[src/rtl/tt_pkg.sv]
`default_nettype none
// ============================================================================
// Module   : tt_pkg
// Brief    : Shared truth-table definitions: FSM states, default widths and
//            the row-to-ID-bit mapping.
// Revision : 1.0  initial release
// ============================================================================
package tt_pkg;

    localparam int c_n_in = 3;
    localparam int c_tt_w = 2 ** c_n_in;

    typedef enum logic [1:0] {
        IDLE   = 2'd0,
        SETTLE = 2'd1,
        DONE   = 2'd2
    } tt_state_e;

    // Row 0 lands in the ID's MSB so the hex ID reads like the table top-down.
    function automatic int row_to_bit(input int r, input int tt_w);
        return tt_w - 1 - r;
    endfunction

endpackage
`default_nettype wire

[src/rtl/tt_settle_counter.sv]
`default_nettype none
// ============================================================================
// Module   : tt_settle_counter
// Brief    : Loadable down-counter that stops at zero and flags it.
// Revision : 1.0  initial release
// ============================================================================
module tt_settle_counter #(
    parameter int CNT_W = 8
) (
    input  logic             clk,
    input  logic             rst_n,
    input  logic             i_load,
    input  logic [CNT_W-1:0] i_load_value,
    output logic             o_zero
);

    logic [CNT_W-1:0] r_cnt;

    always_ff @(posedge clk or negedge rst_n) begin
        if (!rst_n) begin
            r_cnt <= '0;
        end else if (i_load) begin
            r_cnt <= i_load_value;
        end else if (r_cnt != '0) begin
            r_cnt <= r_cnt - 1'b1;
        end
    end

    assign o_zero = (r_cnt == '0);

endmodule
`default_nettype wire

[src/rtl/tt_characterizer.sv]
`default_nettype none
// ============================================================================
// Module   : tt_characterizer
// Brief    : Sweeps all input rows of a combinational CUT and rebuilds its
//            truth-table ID. Define TT_COMPARE_EN to add expected-ID compare.
// Revision : 1.0  initial release
// ============================================================================
module tt_characterizer
    import tt_pkg::*;
#(
    parameter  int N_IN          = c_n_in,
    parameter  int SETTLE_CYCLES = 4,
    localparam int TT_W          = 2 ** N_IN
) (
    input  logic            clk,
    input  logic            rst_n,
    input  logic            start,
    output logic [N_IN-1:0] dut_in,
    input  logic            dut_out,
    output logic            busy,
    output logic            done,
    output logic [TT_W-1:0] table_id
`ifdef TT_COMPARE_EN
    ,
    input  logic [TT_W-1:0] expected_id,
    output logic            match
`endif
);

    localparam logic [N_IN-1:0] c_last_vec = {N_IN{1'b1}};
    localparam logic [7:0]      c_reload   = 8'(SETTLE_CYCLES - 1);

    generate
        if (SETTLE_CYCLES < 1 || SETTLE_CYCLES > 255) begin : g_settle_range_check
            $error("tt_characterizer: SETTLE_CYCLES must be in 1..255");
        end
    endgenerate

    tt_state_e       r_state;
    logic [N_IN-1:0] r_vec;
    logic [N_IN-1:0] r_dut_in;
    logic [TT_W-1:0] r_shadow;
    logic [TT_W-1:0] r_table_id;
    logic            r_busy;
    logic            r_done;
    logic            w_accept;
    logic            w_cnt_zero;
    logic            w_cnt_load;
    logic [N_IN-1:0] w_bit_idx;

    assign w_accept   = (r_state == IDLE) && start;
    assign w_cnt_load = w_accept ||
                        ((r_state == SETTLE) && w_cnt_zero && (r_vec != c_last_vec));
    assign w_bit_idx  = N_IN'(row_to_bit(int'(r_vec), TT_W));

    tt_settle_counter #(
        .CNT_W (8)
    ) u_settle_counter (
        .clk          (clk),
        .rst_n        (rst_n),
        .i_load       (w_cnt_load),
        .i_load_value (c_reload),
        .o_zero       (w_cnt_zero)
    );

    always_ff @(posedge clk or negedge rst_n) begin
        if (!rst_n) begin
            r_state    <= IDLE;
            r_vec      <= '0;
            r_dut_in   <= '0;
            r_shadow   <= '0;
            r_table_id <= '0;
            r_busy     <= 1'b0;
            r_done     <= 1'b0;
        end else begin
            r_done <= 1'b0;
            case (r_state)
                IDLE: begin
                    if (start) begin
                        r_dut_in <= '0;
                        r_vec    <= '0;
                        r_shadow <= '0;
                        r_busy   <= 1'b1;
                        r_state  <= SETTLE;
                    end
                end
                SETTLE: begin
                    if (w_cnt_zero) begin
                        r_shadow[w_bit_idx] <= dut_out;
                        if (r_vec == c_last_vec) begin
                            r_state <= DONE;
                        end else begin
                            r_vec    <= r_vec + 1'b1;
                            r_dut_in <= r_vec + 1'b1;
                        end
                    end
                end
                DONE: begin
                    r_table_id <= r_shadow;
                    r_done     <= 1'b1;
                    r_busy     <= 1'b0;
                    r_dut_in   <= '0;
                    r_state    <= IDLE;
                end
                default: r_state <= IDLE;
            endcase
        end
    end

`ifdef TT_COMPARE_EN
    logic [TT_W-1:0] r_expected;
    logic            r_match;

    always_ff @(posedge clk or negedge rst_n) begin
        if (!rst_n) begin
            r_expected <= '0;
            r_match    <= 1'b0;
        end else begin
            if (w_accept) begin
                r_expected <= expected_id;
            end
            if (r_state == DONE) begin
                r_match <= (r_shadow == r_expected);
            end
        end
    end

    assign match = r_match;
`endif

    assign dut_in   = r_dut_in;
    assign busy     = r_busy;
    assign done     = r_done;
    assign table_id = r_table_id;

endmodule
`default_nettype wire

[config.mk]
export PLATFORM = sky130hd
export DESIGN_NAME = tt_characterizer
export DESIGN_NICKNAME = d
export VERILOG_FILES = /design/src/rtl/tt_pkg.sv /design/src/rtl/tt_settle_counter.sv /design/src/rtl/tt_characterizer.sv
export SDC_FILE = /design/constraint.sdc
export NUM_CORES = 1
export LEC_CHECK = 0
export ABC_AREA = 1
export CELL_PAD_IN_SITES_DETAIL_PLACEMENT = 0
export CELL_PAD_IN_SITES_GLOBAL_PLACEMENT = 2
export CORE_UTILIZATION = 33
export CTS_CLUSTER_SIZE = 28
export DETAILED_ROUTE_END_ITERATION = 12
export PLACE_DENSITY = 0.76
export RECOVER_POWER = 50
export SLEW_MARGIN = 15
export SYNTH_ARGS = -nofsm -noshare
export SYNTH_HDL_FRONTEND = slang
export SYNTH_HIERARCHICAL = 1
export SYNTH_SLANG_ARGS = --single-unit
[constraint.sdc]
create_clock -name clk -period 2.5 [get_ports clk]
set_input_delay 0.375 -clock clk [delete_from_list [all_inputs] [get_ports clk]]
set_output_delay 0.375 -clock clk [all_outputs]
set_load 0.005 [all_outputs]
== After elaboration in Yosys (flattened, before gate mapping) ==
Index checks and enable logic that the tools add are counted.
W data, S select, Z words.

* Bits of input ports: 4
* Word-level logic and storage cells: 58
* Register bits: 34

* Order comparisons: 2
* Add/subtract/negate cells: 3
* Reductions and logical operators: 17
* Mux-type cells: 20
* Eq/ne operators: 8

{| class="wikitable"
|+ Operators with widths
! operator !! count
|-
| $mux W8 || 4
|-
| $pmux W8 S2 || 1
|-
| $mux W3 || 3
|-
| $pmux W3 S3 || 1
|-
| $bwmux W8 || 1
|-
| $logic_not A8 Y1 || 1
|-
| $reduce_and A4 Y1 || 2
|-
| $reduce_bool A8 Y1 || 1
|-
| $sub A8 B1 Y8 const B || 1
|-
| $mux W2 || 3
|-
| $ne A2 B2 Y1 const B || 3
|-
| $pmux W3 S2 || 1
|-
| $reduce_and A3 Y1 || 2
|-
| $reduce_bool A2 Y1 || 3
|-
| $logic_and A1 B1 Y1 || 4
|-
| $lt A3 B4 Y1 const B || 1
|-
| $pmux W2 S2 || 1
|-
| $add A3 B1 Y3 const B || 1
|-
| $demux W1 S3 || 1
|-
| $eq A3 B3 Y1 const B || 1
|-
| $ge A3 B1 Y1 const B || 1
|-
| $mux W1 || 3
|-
| $ne A3 B3 Y1 const B || 1
|-
| $reduce_bool A3 Y1 || 1
|-
| other kinds (8) || 8
|}

== Logic depth before layout (Yosys ltp) ==
* Depth after elaboration: 8
* Mapped depth: 11
* Mapped depth without buffers: 10

== Modules after synthesis ==
Netlist, hierarchy kept.

{| class="wikitable"
|+ Modules (own cells, without submodules)
! module !! times used !! cells an instance !! area an instance (um^2) !! seq. area each (um^2)
|-
| tt_characterizer || 1 || 158 || 1277.5 || 650.6
|-
| tt_settle_counter || 1 || 71 || 513.0 || 200.2
|}

== Worst setup path before layout ==
No wires, ideal clock.

* Kind: reg-to-reg
* Start point: register u_settle_counter.r_cnt[0]
* End point: register u_settle_counter.r_cnt[0]
* Cell stages (with the launch flop): 11
* Period minus slack after synthesis: 1783 ps
* Arrival time: 1664 ps
* Slack: 717 ps
* Required time: 2382 ps
* Cell sequence: dfrtp_1 -> inv_1 -> ha_1 -> nand2_2 -> nor2_4 -> nand2_1 -> o21ai_4 -> buf_2 -> o21ai_0 -> nand2_1 -> o21ai_2

* Word-level cells in the longest chain between the ends: 5
* Elaborated cells on any way between the ends: 9

{| class="wikitable"
|+ Ends and longest elaborated chain
! what !! RTL line !! text
|-
| start, declared || tt_settle_counter.sv:17 || <nowiki>logic [CNT_W-1:0] r_cnt;</nowiki>
|-
| start signal, assigned || tt_settle_counter.sv:23 || <nowiki>r_cnt <= i_load_value;</nowiki>
|-
| start signal, assigned || tt_settle_counter.sv:25 || <nowiki>r_cnt <= r_cnt - 1'b1;</nowiki>
|-
| $logic_not A8 Y1 * || tt_settle_counter.sv:29 || <nowiki>assign o_zero = (r_cnt == '0);</nowiki>
|-
| net w_cnt_zero || tt_characterizer.sv:47 || <nowiki>logic w_cnt_zero;</nowiki>
|-
| $logic_and A1 B1 Y1 * (2 in series) || tt_characterizer.sv:53 || <nowiki>((r_state == SETTLE) && w_cnt_zero && (r_vec != c_last_vec));</nowiki>
|-
| $logic_or A1 B1 Y1 * || tt_characterizer.sv:52 || <nowiki>assign w_cnt_load = w_accept ||</nowiki>
|-
| net w_cnt_load || tt_characterizer.sv:48 || <nowiki>logic w_cnt_load;</nowiki>
|-
| $mux W8 or $reduce_bool A2 Y1 (tied branches) || - ||
|}

Mark *: on every way through the listed nets, which the timed path passes. The rest lies on a longest branch. The select of a mux whose other input is x is not followed.
A chain may end at the register's enable or synchronous reset.

== Worst setup path after layout ==
* Start point: register u_settle_counter.r_cnt[0]
* End point: register r_shadow[2]

* Word-level cells in the longest chain between the ends: 3

{| class="wikitable"
|+ Ends and longest elaborated chain
! what !! RTL line !! text
|-
| $logic_not A8 Y1 || tt_settle_counter.sv:29 ||
|-
| net w_cnt_zero || tt_characterizer.sv:47 ||
|-
| $ne A2 B2 Y1 (no source line) || - ||
|-
| $reduce_and A3 Y1 (no source line) || - ||
|-
| end signal, assigned by index || tt_characterizer.sv:89 || <nowiki>r_shadow[w_bit_idx] <= dut_out;</nowiki>
|-
| end, declared || tt_characterizer.sv:42 || <nowiki>logic [TT_W-1:0] r_shadow;</nowiki>
|}

The timed path passes the listed nets, and every way through them passes these cells.

==> results.txt <==
----------------------------------------------------
[Worst setup path]
  Largest fanout of any net on the critical path ... 8
  Data required, critical path ... 2.67 ns
  Cell-by-cell listing of the critical path ... inv_1, ha_1, nand2_2, nor2_4, inv_1, a21oi_1, nand3_1, nand2_1, nand2_1
  Critical path capture point type ... flip-flop
  CP Data Arrival Time ... 2.23 ns
  Reg-to-reg slack, setup ... 0.44 ns
  CP max-delay cell ... sky130_fd_sc_hd__a21oi_1
  Number of cell instances on the worst register-to-register path ... 9
  Critical R2R Launch ... u_settle_counter/r_cnt[0]$_DFFE_PN0P_
  Gate family responsible for the most delay along the worst path ... simple AND/OR/NAND/NOR gates
  Nature of the critical path startpoint ... flip-flop
  Destination of the worst register-to-register timing path ... r_shadow[2]$_DFFE_PN0P_
  Highest cell delay on the worst timing path ... 0.50 ns
  Worst Path Class, Setup ... flip-flop to flip-flop
  Combined buffer and inverter count along the critical path ... 2

[Routing]
  Number of remaining DRC errors ... 0
  Count of antenna-violating nets left after detailed routing ... 0
  Overall via count from detail_route ... 1420
  Total iterations of the first detailed-routing run ... 4
  Final WL ... 3.61 mm
  Starting DRT DRC Count ... 51
  Vias/cell ... 4.37
  Routed length per instance ... 11.1 um

[Power and ir drop]
  Worst voltage drop across the vdd grid ... 0.430 mV
  Leakage power total ... 1.14 nW
  Power per unit of standard cell area ... 740 nW/um2

[Timing]
  Worst slew pin tran ... 0.863 ns
  Sum of negative setup slack ... 0 ns
  Skew final ... 0.00703 ns
  Crit share post-route ... 82.3%
  Worst slew margin relative to its limit ... 42.5%
  Final setup violating endpoints ... 0
  Final min period ... 2.06 ns
  Max-slew violation count ... 0
  Worst slack on hold paths ... 0.464 ns
  Hold Vio Cnt, Final ... 0
  Setup repair after global routing missed its margin ... false
  Max Clk Rate ... 486 MHz

[Synth]
  Number of warnings printed during yosys synthesis ... 6
  Flops & latches, synth ... 34
  Asr flop ratio synth ... 100%
  Mean cell area of the mapped netlist ... 7.82 um2
  Synth Instances ... 229
  Area leader, netlist ... sky130_fd_sc_hd__dfrtp_1
  Synth Flop Type ... sky130_fd_sc_hd__dfrtp_1
  Count of different cell masters after synthesis ... 28
  Share of Yosys cell area claimed by the top area cell type ... 47.5%
  Post-Syn Area ... 1790 um2
  Largest cells by area after synthesis ... sky130_fd_sc_hd__dfrtp_1 48%, sky130_fd_sc_hd__nand2_1 19%, sky130_fd_sc_hd__nand3_1 5.3%
  Post-synth EDFFs ... 0
  Seq/Total Area, Yosys ... 47.5%

[Floorplan]
  Vertical die dimension ... 75.7 um
  Die outline area ... 5720 um2
  Core outline area ... 5170 um2
  I/O pin cnt ... 17
  Floorplan row count ... 26
  Initial core utilization ... 34.6%
  DIE WIDTH ... 75.7 um

[GRT]
  Antenna violations before repair ... 0
  GR Util All Layers ... 15.0%
  Wire length of the first global-routing pass ... 6.30 mm
  Maximum number of pins on one net before global-route repair ... 35
  Total congestion overflow after global routing ... 0
  Vias in the first global route ... 1340

[Clock network]
  Clock latency on the worst-skew pair ... 0.28 ns
  Count of buffers added by post-CTS timing repair for setup ... 0
  Total clock buffers created by CTS ... 5
  Clock edge transition at the registers on the reported setup and hold paths ... 0.07 ns
  Number of buffers inserted by hold repair at cts ... 0
  Clock root buffer ... sky130_fd_sc_hd__clkbuf_8
  Post-cts repair resize count ... 0
  Number of H-tree levels ... 2
  TritonCTS clock tree ... built
  Clock tree buffer depth ... 2
  Clock tree sinks ... 34

[Layout]
  Post-layout net count ... 262
  Area grow syn2layout ... 18.2%
  Ratio of cells with drive above 1 in the final layout ... 11.0%
  Diode insertion count for antenna repair ... 0

[Placed design]
  Placer Congestion ... 0.761
  Half-perimeter wire length after detailed placement ... 2.63 mm
  Number of port buffers ... 16

[Min path]
  Hold path startpoint ... table_id[0]$_DFFE_PN0P_
  Instance count along the most critical hold path ... 2
  Worst hold path type ... flip-flop to flip-flop
  Worst hold endpoint ... table_id[0]$_DFFE_PN0P_

[Job]
  Number of violations of the max-capacitance limit ... 0

[Outcome]
  Status ... complete, no violations

----------------------------------------------------
-- cell usage in the layout (no fill, tap or decap) --
master / n
sky130_fd_sc_hd__nand2_2: 1
sky130_fd_sc_hd__clkbuf_2: 1
sky130_fd_sc_hd__nand4_1: 9
sky130_fd_sc_hd__nor2_1: 13
sky130_fd_sc_hd__inv_1: 22
sky130_fd_sc_hd__nor2_4: 2
sky130_fd_sc_hd__o21ai_4: 1
sky130_fd_sc_hd__o211ai_1: 1
sky130_fd_sc_hd__nand2_1: 90
sky130_fd_sc_hd__conb_1: 8
sky130_fd_sc_hd__a21boi_1: 1
sky130_fd_sc_hd__nand3_2: 1
sky130_fd_sc_hd__xor2_1: 1
sky130_fd_sc_hd__o21ai_0: 7
sky130_fd_sc_hd__nor2_2: 4
sky130_fd_sc_hd__a21oi_1: 1
sky130_fd_sc_hd__xnor2_1: 1
sky130_fd_sc_hd__clkbuf_8: 5
sky130_fd_sc_hd__inv_2: 3
sky130_fd_sc_hd__buf_4: 1
sky130_fd_sc_hd__nand2_4: 3
sky130_fd_sc_hd__clkdlybuf4s50_1: 10
sky130_fd_sc_hd__dfrtp_1: 34
sky130_fd_sc_hd__ha_1: 3
sky130_fd_sc_hd__nor3_2: 1
sky130_fd_sc_hd__dlygate4sd3_1: 6
sky130_fd_sc_hd__nand3_1: 19
sky130_fd_sc_hd__clkinv_2: 2
sky130_fd_sc_hd__o21ai_2: 3
sky130_fd_sc_hd__o21ai_1: 1
-- worst max-delay path by stage --
| stage | from | to | slack (ns) | cells past startpoint |
|---|---|---|---|---|
| after floorplan | u_settle_counter/r_cnt[0]$_DFFE_PN0P_ | u_settle_counter/r_cnt[0]$_DFFE_PN0P_ | 0.72 | 10 |
| after global placement | u_settle_counter/r_cnt[0]$_DFFE_PN0P_ | r_shadow[0]$_DFFE_PN0P_ | 0.44 | 9 |
| after detailed placement | u_settle_counter/r_cnt[0]$_DFFE_PN0P_ | r_shadow[4]$_DFFE_PN0P_ | 0.43 | 9 |
| after CTS | u_settle_counter/r_cnt[0]$_DFFE_PN0P_ | r_shadow[0]$_DFFE_PN0P_ | 0.41 | 9 |
| after global routing | u_settle_counter/r_cnt[0]$_DFFE_PN0P_ | r_shadow[0]$_DFFE_PN0P_ | 0.22 | 9 |
| final | u_settle_counter/r_cnt[0]$_DFFE_PN0P_ | r_shadow[2]$_DFFE_PN0P_ | 0.44 | 9 |
-- area by class of cell --
type	count	area (um2)
inverters	25	93.8
well taps	70	87.6
clock buffers	5	68.8
repair buffers	18	173
flip-flops and latches	34	851
clock inverters	2	10.0
fillers	543	3060
multi-input cells	171	833
-- flip-flops by register name, indices dropped and copies added, names as in the netlist --
| name | cells |
|---|---|
| r_shadow | 8 |
| table_id | 8 |
| u_settle_counter/r_cnt | 8 |
| dut_in | 3 |
| r_vec | 3 |
| r_state | 2 |
| busy | 1 |
| done | 1 |
-- cell usage after synthesis (all sizes together) (2+ instances only) --
master  number
inv         25
nand3       20
nand2       94
nand4        9
nor2        19
dfrtp       34
conb         2
buf          4
ha           3
o21ai       12
-- metrics by stage --
step	power, W	cell area [um2]	instances	setup slack, ns	util, %
2_1_floorplan	0.00108	1810	235	0.717	-
3_3_place_gp	0.00120	2040	318	0.439	39.5
3_5_place_dp	0.00120	2040	318	0.434	39.5
4_1_cts	0.00159	2120	325	0.414	41.0
5_1_grt	0.00171	2120	325	0.216	40.9
6_report	0.00157	2120	325	0.443	40.9
-- cells by family after synthesis --
kind of cell	Yosys count	share of synthesized area [%]
other	2	0.419
adder cells (fa/ha/maj)	3	2.10
AND/OR/NAND/NOR	143	36.2
flip-flops	34	47.5
buffers and inverters	30	7.06
AO/OA/AOI/OAI	15	5.73
XOR/XNOR	2	0.979
-- worst register-to-register path, stage by stage (launching register included) --
cell and delay (ns):
sky130_fd_sc_hd__dfrtp_1 0.37, sky130_fd_sc_hd__inv_1 0.11, sky130_fd_sc_hd__ha_1 0.29, sky130_fd_sc_hd__nand2_2 0.11, sky130_fd_sc_hd__nor2_4 0.18, sky130_fd_sc_hd__inv_1 0.09, sky130_fd_sc_hd__a21oi_1 0.50, sky130_fd_sc_hd__nand3_1 0.17
sky130_fd_sc_hd__nand2_1 0.09, sky130_fd_sc_hd__nand2_1 0.04
-- power breakdown --
group / switching (W) / internal [W] / leakage, nW
combinational: 0.000266 / 0.000178 / 0.654
sequential: 0.0000930 / 0.000649 / 0.445
clock: 0.000195 / 0.000187 / 0.0438
total: 0.000553 / 0.00101 / 1.14
-- layer usage --
layer | global-route usage (%) | vias to the layer above | routed length, um | share of wire, %
met4 | 4.32 | 0 | 50 | 1.4
met5 | 0 | - | 0 | 0
met1 | 21.5 | 633 | 1890 | 52
met2 | 21.9 | 20 | 1540 | 43
li1 | - | 762 | - | -
met3 | 4.37 | 5 | 125 | 3.5
Note: power is estimated with default switching activity, not from simulation.
